File: config.mk
export PLATFORM = sky130hd
export DESIGN_NAME = add_seq_ctrl
export DESIGN_NICKNAME = d
export VERILOG_FILES = /design/src/rtl/add_seq_pkg.sv /design/src/rtl/add_slice_4bit.sv /design/src/rtl/add_seq_ctrl.sv
export SDC_FILE = /design/constraint.sdc
export NUM_CORES = 1
export LEC_CHECK = 0
export ABC_AREA = 1
export ABC_CLOCK_PERIOD_IN_PS = 5650
export BUFFER_PORTS_ARGS = -buffer_cell sky130_fd_sc_hd__buf_2
export CELL_PAD_IN_SITES_DETAIL_PLACEMENT = 2
export CELL_PAD_IN_SITES_GLOBAL_PLACEMENT = 2
export CORE_MARGIN = 2
export CORE_UTILIZATION = 34
export CTS_CLUSTER_SIZE = 8
export DETAILED_ROUTE_END_ITERATION = 8
export HOLD_SLACK_MARGIN = 0.15
export PLACE_DENSITY_LB_ADDON = 0.08
export REMOVE_ABC_BUFFERS = 1
export SETUP_SLACK_MARGIN = 0.5
export SLEW_MARGIN = 20
export SYNTH_ARGS = -nofsm -noshare
export SYNTH_HDL_FRONTEND = slang
export SYNTH_SLANG_ARGS = --single-unit
File: constraint.sdc
create_clock -name clk -period 5.65 [get_ports clk]
set_input_delay 1.13 -clock clk [delete_from_list [all_inputs] [get_ports clk]]
set_output_delay 1.13 -clock clk [all_outputs]
set_load 0.02 [all_outputs]
File: src/rtl/add_seq_pkg.sv
// Shared types and constants for the sliced sequential adder.
package add_seq_pkg;

  localparam int SLICE_W = 4;

  typedef enum logic [1:0] {
    IDLE = 2'd0,
    RUN  = 2'd1,
    DONE = 2'd2
  } add_seq_state_t;

endpackage

File: src/rtl/add_slice_4bit.sv
// Combinational 4-bit ripple-carry adder slice shared by every step of the sequencer.
module add_slice_4bit
  import add_seq_pkg::*;
(
  input  logic [SLICE_W-1:0] a,
  input  logic [SLICE_W-1:0] b,
  input  logic               cin,
  output logic [SLICE_W-1:0] sum,
  output logic               cout
);

  logic [SLICE_W:0] c;

  always_comb begin
    c[0] = cin;
    for (int i = 0; i < SLICE_W; i++) begin
      sum[i]   = a[i] ^ b[i] ^ c[i];
      c[i+1]   = (a[i] & b[i]) | (c[i] & (a[i] ^ b[i]));
    end
    cout = c[SLICE_W];
  end

endmodule

File: src/rtl/add_seq_ctrl.sv
// Sequential WIDTH-bit adder: one 4-bit slice per clock, LSB first, valid/ready on both sides.
// Define ADD_SEQ_SUB_EN to add the op_sub port and a-b support.
//
// state | meaning
// IDLE  | waiting for an operand set, in_ready high
// RUN   | one slice per clock, carry held in carry_q
// DONE  | result presented, waiting for out_ready
module add_seq_ctrl
  import add_seq_pkg::*;
#(
  parameter int WIDTH = 16
) (
  input  logic             clk,
  input  logic             rst,
  input  logic             in_valid,
  output logic             in_ready,
  input  logic [WIDTH-1:0] a,
  input  logic [WIDTH-1:0] b,
  input  logic             carry_in,
`ifdef ADD_SEQ_SUB_EN
  input  logic             op_sub,
`endif
  output logic             out_valid,
  input  logic             out_ready,
  output logic [WIDTH-1:0] sum,
  output logic             carry_out
);

  localparam int NSLICES = WIDTH / SLICE_W;
  localparam int CNT_W   = (NSLICES > 1) ? $clog2(NSLICES) : 1;
  localparam logic [CNT_W-1:0] LAST_CNT = CNT_W'(NSLICES - 1);

  generate
    if ((WIDTH % SLICE_W) != 0 || WIDTH < SLICE_W) begin : g_width_chk
      $error("add_seq_ctrl: WIDTH must be a non-zero multiple of SLICE_W");
    end
  endgenerate

  add_seq_state_t state, state_next;

  logic [CNT_W-1:0]                cnt;
  logic [NSLICES-1:0][SLICE_W-1:0] op_a;
  logic [NSLICES-1:0][SLICE_W-1:0] op_b;
  logic [NSLICES-1:0][SLICE_W-1:0] sum_q;
  logic                            carry_q;
  logic                            cout_q;
`ifdef ADD_SEQ_SUB_EN
  logic                            op_sub_q;
`endif

  logic               accept;
  logic               last_slice;
  logic [SLICE_W-1:0] slice_a;
  logic [SLICE_W-1:0] slice_b;
  logic [SLICE_W-1:0] slice_sum;
  logic               slice_cout;
  logic               carry_seed;

  assign in_ready   = (state == IDLE) & ~rst;
  assign out_valid  = (state == DONE);
  assign accept     = in_valid & in_ready;
  assign last_slice = (cnt == LAST_CNT);
  assign sum        = sum_q;
  assign carry_out  = cout_q;

  // Subtraction is a + ~b + 1: invert B per slice and seed the carry with 1.
  always_comb begin
    slice_a    = op_a[cnt];
    slice_b    = op_b[cnt];
    carry_seed = carry_in;
`ifdef ADD_SEQ_SUB_EN
    if (op_sub_q) slice_b = ~op_b[cnt];
    if (op_sub)   carry_seed = 1'b1;
`endif
  end

  add_slice_4bit u_slice (
    .a    (slice_a),
    .b    (slice_b),
    .cin  (carry_q),
    .sum  (slice_sum),
    .cout (slice_cout)
  );

  always_ff @(posedge clk or posedge rst) begin
    if (rst) state <= IDLE;
    else     state <= state_next;
  end

  always_comb begin
    state_next = state;
    unique case (state)
      IDLE:    if (accept)     state_next = RUN;
      RUN:     if (last_slice) state_next = DONE;
      DONE:    if (out_ready)  state_next = IDLE;
      default:                 state_next = IDLE;
    endcase
  end

  always_ff @(posedge clk or posedge rst) begin
    if (rst) begin
      cnt      <= '0;
      op_a     <= '0;
      op_b     <= '0;
      sum_q    <= '0;
      carry_q  <= 1'b0;
      cout_q   <= 1'b0;
`ifdef ADD_SEQ_SUB_EN
      op_sub_q <= 1'b0;
`endif
    end else if (accept) begin
      cnt      <= '0;
      op_a     <= a;
      op_b     <= b;
      carry_q  <= carry_seed;
`ifdef ADD_SEQ_SUB_EN
      op_sub_q <= op_sub;
`endif
    end else if (state == RUN) begin
      sum_q[cnt] <= slice_sum;
      carry_q    <= slice_cout;
      if (last_slice) begin
        cnt    <= '0;
        cout_q <= slice_cout;
      end else begin
        cnt    <= cnt + 1'b1;
      end
    end
  end

endmodule

==> impl_metrics.yaml, run 1 <==
logic_synthesis:
  yosys_warnings: 0
  synth_most_common_cell: "nand2_1"
  synth.avg_cell_area_um2: 8.80
  synth-seq-cells: 54
  synth_area_leaders: "dfrtp_1 (52%), nand2_1 (12%), inv_1 (6.8%), o21ai_0 (5.6%), o21ai_2 (5.0%)"
  synthCells: 296
  ys_types: 24
  synth_edf_count: 0
  ys.flop_type: "dfrtp_1"
  yosysTopAreaCellShare_pct: 51.9
  synth_async_sr_flop_share_pct: 100
  synth_common_cells: "nand2_1 (85), dfrtp_1 (54), inv_1 (47)"
  yosys.area.top_type: "dfrtp_1"
  synth_area_um2: 2600
  yosysSeqAreaShare_pct: 51.9
die:
  die_w_um: 91.5
  fp.dieH_um: 91.5
  initial_utilization_pct: 35.5
  num_rows: 31
  ios: 56
  die-area_um2: 8380
  core_area_um2: 7330
global_routing:
  use_met1_pct: 21.0
  grt_pass1_wl_mm: 10.7
  grt_pass1_vias: 2149
  use_met3_pct: 3.15
  track_usage_pct: 15.8
  antenna_found_initial: 0
  gr-total-overflow: 0
  use_met2_pct: 26.7
  grt_max_degree: 69
  busiest_layer: "met2"
clock_tree:
  clk_latency_ns: 0.30
  ctsResizeCount: 0
  ctsHoldBuffers: 0
  tritoncts: "built"
  clockRootBuffer: "clkbuf_8"
  cts_buffer_depth: 2
  post_cts_buffers: 0
  cts_buffers: 5
  cts.clk_slew.worst_paths_ns: 0.10
  clock-sinks: 54
  htree_levels: 2
layout:
  area_growth_pct: 15.8
  final_nets: 392
  antenna_cells: 0
  fillCellCount: 863
  stdcell_area_um2: 3020
  ff_latch_area_um2: 1350
  stdcell_count: 447
  drive_gt1_share_pct: 25.0
  multiInputGateArea_um2: 986
setup_path:
  crit_type: "reg -> reg"
  ff2ff_path_depth: 13
  r2r_slack_ns: 2.18
  start_kind: "flip-flop"
  regToRegEndpoint: "sum[3]"
  cp.arrival_ns: 3.69
  cp.required_ns: 5.87
  path_max_fanout: 23
  regToRegStartpoint: "cnt[0]"
  critPathCaptureType: "flip-flop"
drt:
  wl_mm: 6.13
  post_drt_wl_per_cell_um: 13.7
  drc_errors: 0
  drt_iter0_drc: 45
  dr.pass1.iters: 4
  ant_nets: 0
  num_vias: 2041
  avgViaCountPerCell: 4.57
power:
  vdd_drop_max_uv: 159
  power_density_nw_per_um2: 609
  power_w: 0.00183
  total_leakage_power_nw: 1.64
sta:
  hold_violations: 0
  finalSetupViolCount: 0
  skew_ns: 0.00840
  rsz0062_at_grt: "false"
  period_share_pct: 61.3
  slew_headroom_pct: 48.0
  fin_crit_ns: 3.47
  fin_tns_setup_ns: 0
  fmax_mhz: 289
  drv_slew: 0
  max_slew.worst_pin.slew_ns: 0.781
place:
  dpl-instance-area_um2: 2920
  place_hpwl_mm: 4.48
  dp_cells: 439
  gp_congestion: 0.717
  io_buffers: 55
job:
  cap_viol_max_count: 0
worst_hold_path:
  holdPathStages: 2
  hp-start: "sum[12]"
  whs_endpoint: "sum[12]"
  hp-class: "reg -> reg"
run_status:
  outcome: "complete, no violations"
[cell type report]
| class | instances | area share (%) |
|---|---|---|
| clock buffers | 7 | 2.86 |
| multi-input cells | 182 | 32.7 |
| inverters | 48 | 5.98 |
| clock inverters | 1 | 0.166 |
| well taps | 99 | 4.11 |
| flip-flops and latches | 54 | 44.8 |
| repair buffers | 56 | 9.38 |
[worst max-delay path by stage]
stage                      start  endpoint  slack (ns)  depth (start not counted)
final                     cnt[0]    sum[3]        2.18                         13
after floorplan              rst  op_a[10]        2.07                          3
after global routing      cnt[0]    sum[3]        1.85                         13
after global placement    cnt[0]   sum[11]        2.34                         13
after CTS                 cnt[0]    sum[3]        2.10                         13
after detailed placement  cnt[0]    sum[3]        2.13                         13
[power by group]
group	total, W	internal, W	switching, W
logic	0.000896	0.000313	0.000583
registers	0.000717	0.000569	0.000148
clock network	0.000222	0.0000993	0.000123
[routing by layer]
layer | up-vias | routed length, µm
li1 | 1015 | -
met1 | 983 | 2860
met2 | 38 | 3010
met3 | 5 | 202
met4 | 0 | 65
met5 | - | 0
[critical path, cell delays in order, from the launching register on]
cell	delay [ns]
dfrtp_1	0.67
inv_1	0.47
nor2_1	0.21
nor2_1	0.06
o21ai_0	0.09
nand2_1	0.09
fa_1	0.36
inv_1	0.08
fa_1	0.16
inv_1	0.05
fa_1	0.38
inv_1	0.09
fa_1	0.47
o21ai_0	0.20
[per-stage QoR]
step | hold WS, ns | setup slack (ns) | util (%)
CTS | 0.495 | 2.10 | 41.1
detailed placement | 0.469 | 2.13 | 39.9
global placement | 0.461 | 2.34 | 39.9
floorplan | 0.448 | 2.07 | -
global route | 0.511 | 1.85 | 41.1
finish | 0.486 | 2.18 | 41.1
[state kept, by name, indices dropped and copies added (netlist names)]
signal,flops
op_b,16
sum,16
cnt,2
state,2
carry_q,1
op_a,16
carry_out,1
[kinds of logic (layout without fill, tap and decap cells)]
kind of cell,count (synthesis),count (layout),share of synthesized area (%)
adder cells (fa/ha/maj),8,8,5.00
flip-flops,54,54,51.9
AND/OR/NAND/NOR,115,115,18.9
buffers and inverters,60,112,10.3
AO/OA/AOI/OAI,59,59,14.0
[layout by cell type, fill, tap and decap left out, types with 2 or more instances in the layout]
cell type	Yosys	routed
o21ai_2	15	15
inv_1	47	46
buf_2	4	55
ha_1	4	4
fa_1	4	4
o211ai_1	4	4
o21ai_0	29	29
dfrtp_1	54	54
nand2_1	85	85
clkbuf_8	0	6
nor2_4	2	2
inv_2	1	2
nand3_1	11	11
nand2_2	4	4
nor2_1	9	9
o21ai_1	10	10
Note: power is estimated with default switching activity, not from simulation.
==> inputs of run 2 (changes only) <==
ABC_CLOCK_PERIOD_IN_PS = 3200   (was 5650)
CORE_UTILIZATION = 32   (was 34)
clock period = 3.2 ns   (was 5.65 ns; I/O delays follow)
==> impl_metrics.yaml, run 2 (synthesized netlist as in run 1, its figures left out) <==
global_routing:
  gr-total-overflow: 0
  grt_pass1_vias: 2203
  track_usage_pct: 15.7
  antenna_found_initial: 0
  grt_pass1_wl_mm: 10.9
  grt_max_degree: 69
setup_path:
  path_max_fanout: 15
  ff2ff_path_depth: 11
  cp.arrival_ns: 2.87
  crit_chain: "buf_4 > o21ai_1 > nand2_1 > fa_2 > inv_2 > fa_2 > inv_2 > fa_2 > inv_2 > fa_2 > o21ai_2"
  path_common_cell: "fa_2"
  regToRegStartpoint: "cnt[0]"
  critPathCaptureType: "flip-flop"
  r2r_slack_ns: 0.56
  start_kind: "flip-flop"
  crit_path_top_delay_cell: "fa_2"
  critical_path.top_delay_family: "adder cells"
  regToRegEndpoint: "sum[3]"
  cpPeakStageDelay_ns: 0.48
  cp.required_ns: 3.43
  critical_path_buf_inv_count: 4
  crit_type: "reg -> reg"
layout:
  fillCellCount: 900
  final_cell_mix: "nand2_1 (84), buf_2 (55), dfrtp_1 (53)"
  area_growth_pct: 19.8
  final_nets: 397
  final_common_cell: "nand2_1"
  drive_gt1_share_pct: 30.6
  antenna_cells: 0
  multiInputGateArea_um2: 1020
  stdcell_count: 455
  ff_latch_area_um2: 1350
die:
  num_rows: 32
  core_area_um2: 7810
  ios: 56
  fp.dieH_um: 94.2
  die-area_um2: 8880
  die_w_um: 94.2
  initial_utilization_pct: 33.4
power:
  total_leakage_power_nw: 1.68
  vdd_drop_max_uv: 353
  power_density_nw_per_um2: 1130
clock_tree:
  clock-sinks: 54
  cts.clk_slew.worst_paths_ns: 0.10
  clk_latency_ns: 0.31
  cts_buffers: 5
  ctsHoldBuffers: 0
  htree_levels: 2
  tritoncts: "built"
  cts_buffer_depth: 2
  clockRootBuffer: "clkbuf_8"
worst_hold_path:
  whs_endpoint: "sum[12]"
  hp-class: "reg -> reg"
  holdPathStages: 2
  hp-start: "sum[12]"
sta:
  hold_violations: 0
  rsz0062_at_grt: "true"
  skew_ns: 0.00823
  slew_headroom_pct: 47.6
  period_share_pct: 82.5
  fin_tns_setup_ns: 0
  finalSetupViolCount: 0
  fin_crit_ns: 2.64
  max_slew.worst_pin.slew_ns: 0.787
  fmax_mhz: 379
  drv_slew: 0
place:
  gp_congestion: 0.738
  io_buffers: 55
  place_hpwl_mm: 4.64
  dp_cells: 445
drt:
  ant_nets: 0
  avgViaCountPerCell: 4.58
  wl_mm: 6.33
  drc_errors: 0
  dr.pass1.iters: 4
  post_drt_wl_per_cell_um: 13.9
  drt_iter0_drc: 59
  num_vias: 2086
job:
  cap_viol_max_count: 0
run_status:
  outcome: "complete, no violations"
## run 2: how the worst max path moves through the flow
| stage | startpoint | to | slack, ns | cells after the start |
|---|---|---|---|---|
| 5_1_grt | cnt[0] | sum[3] | 0.38 | 14 |
| 2_1_floorplan | rst | op_a[10] | 0.11 | 3 |
| 3_3_place_gp | cnt[1] | sum[11] | 0.44 | 11 |
| 3_5_place_dp | cnt[1] | sum[3] | 0.25 | 11 |
| 6_report | cnt[0] | sum[3] | 0.56 | 11 |
| 4_1_cts | cnt[0] | sum[3] | 0.50 | 14 |
## run 2: timing repair
action | CTS | global route
resized for setup | 10 | 13
buffers inserted | 1 | 1
setup endpoints to repair | 5 | 8
gates cloned | 0 | 0
pin swaps | 4 | 5
## run 2: worst min-delay path, delay by kind of cell (launching register included)
kind | cells | cell delay (ns)
flip-flops | 1 | 0.35
AND/OR/NAND/NOR | 1 | 0.06
AO/OA/AOI/OAI | 1 | 0.05
## run 2: metal layers
layer,track usage (%),vias up,share of wire [%]
met4,3.26,0,0.66
met5,0,-,0
met3,2.73,4,3.5
li1,-,1029,-
met2,27.8,38,51
met1,20.1,1015,45
## run 2: cell type report
class	instances	share of cell area [%]
tap	102	4.09
inverter	48	5.77
sequential	54	43.3
multi-input combinational	182	32.8
clock inverter	3	1.28
clock buffer	5	2.21
timing repair buffer	61	10.5
## run 2: report_power, final
part | switching [W] | leakage (nW) | total [W] | internal [W]
clock network | 0.000225 | 0.0579 | 0.000456 | 0.000231
registers | 0.000244 | 0.673 | 0.00125 | 0.00101
logic | 0.00114 | 0.949 | 0.00181 | 0.000669
## run 2: metrics by stage
| stage | instance area (µm²) | hold slack (ns) | setup WS, ns | util (%) | power (W) |
|---|---|---|---|---|---|
| global placement | 2950 | 0.462 | 0.436 | 37.8 | 0.00291 |
| floorplan | 2520 | 0.448 | 0.113 | - | 0.00233 |
| detailed placement | 2950 | 0.470 | 0.251 | 37.8 | 0.00299 |
| finish | 3120 | 0.489 | 0.561 | 40.0 | 0.00352 |
| global route | 3120 | 0.502 | 0.376 | 40.0 | 0.00393 |
| CTS | 3090 | 0.494 | 0.505 | 39.5 | 0.00353 |
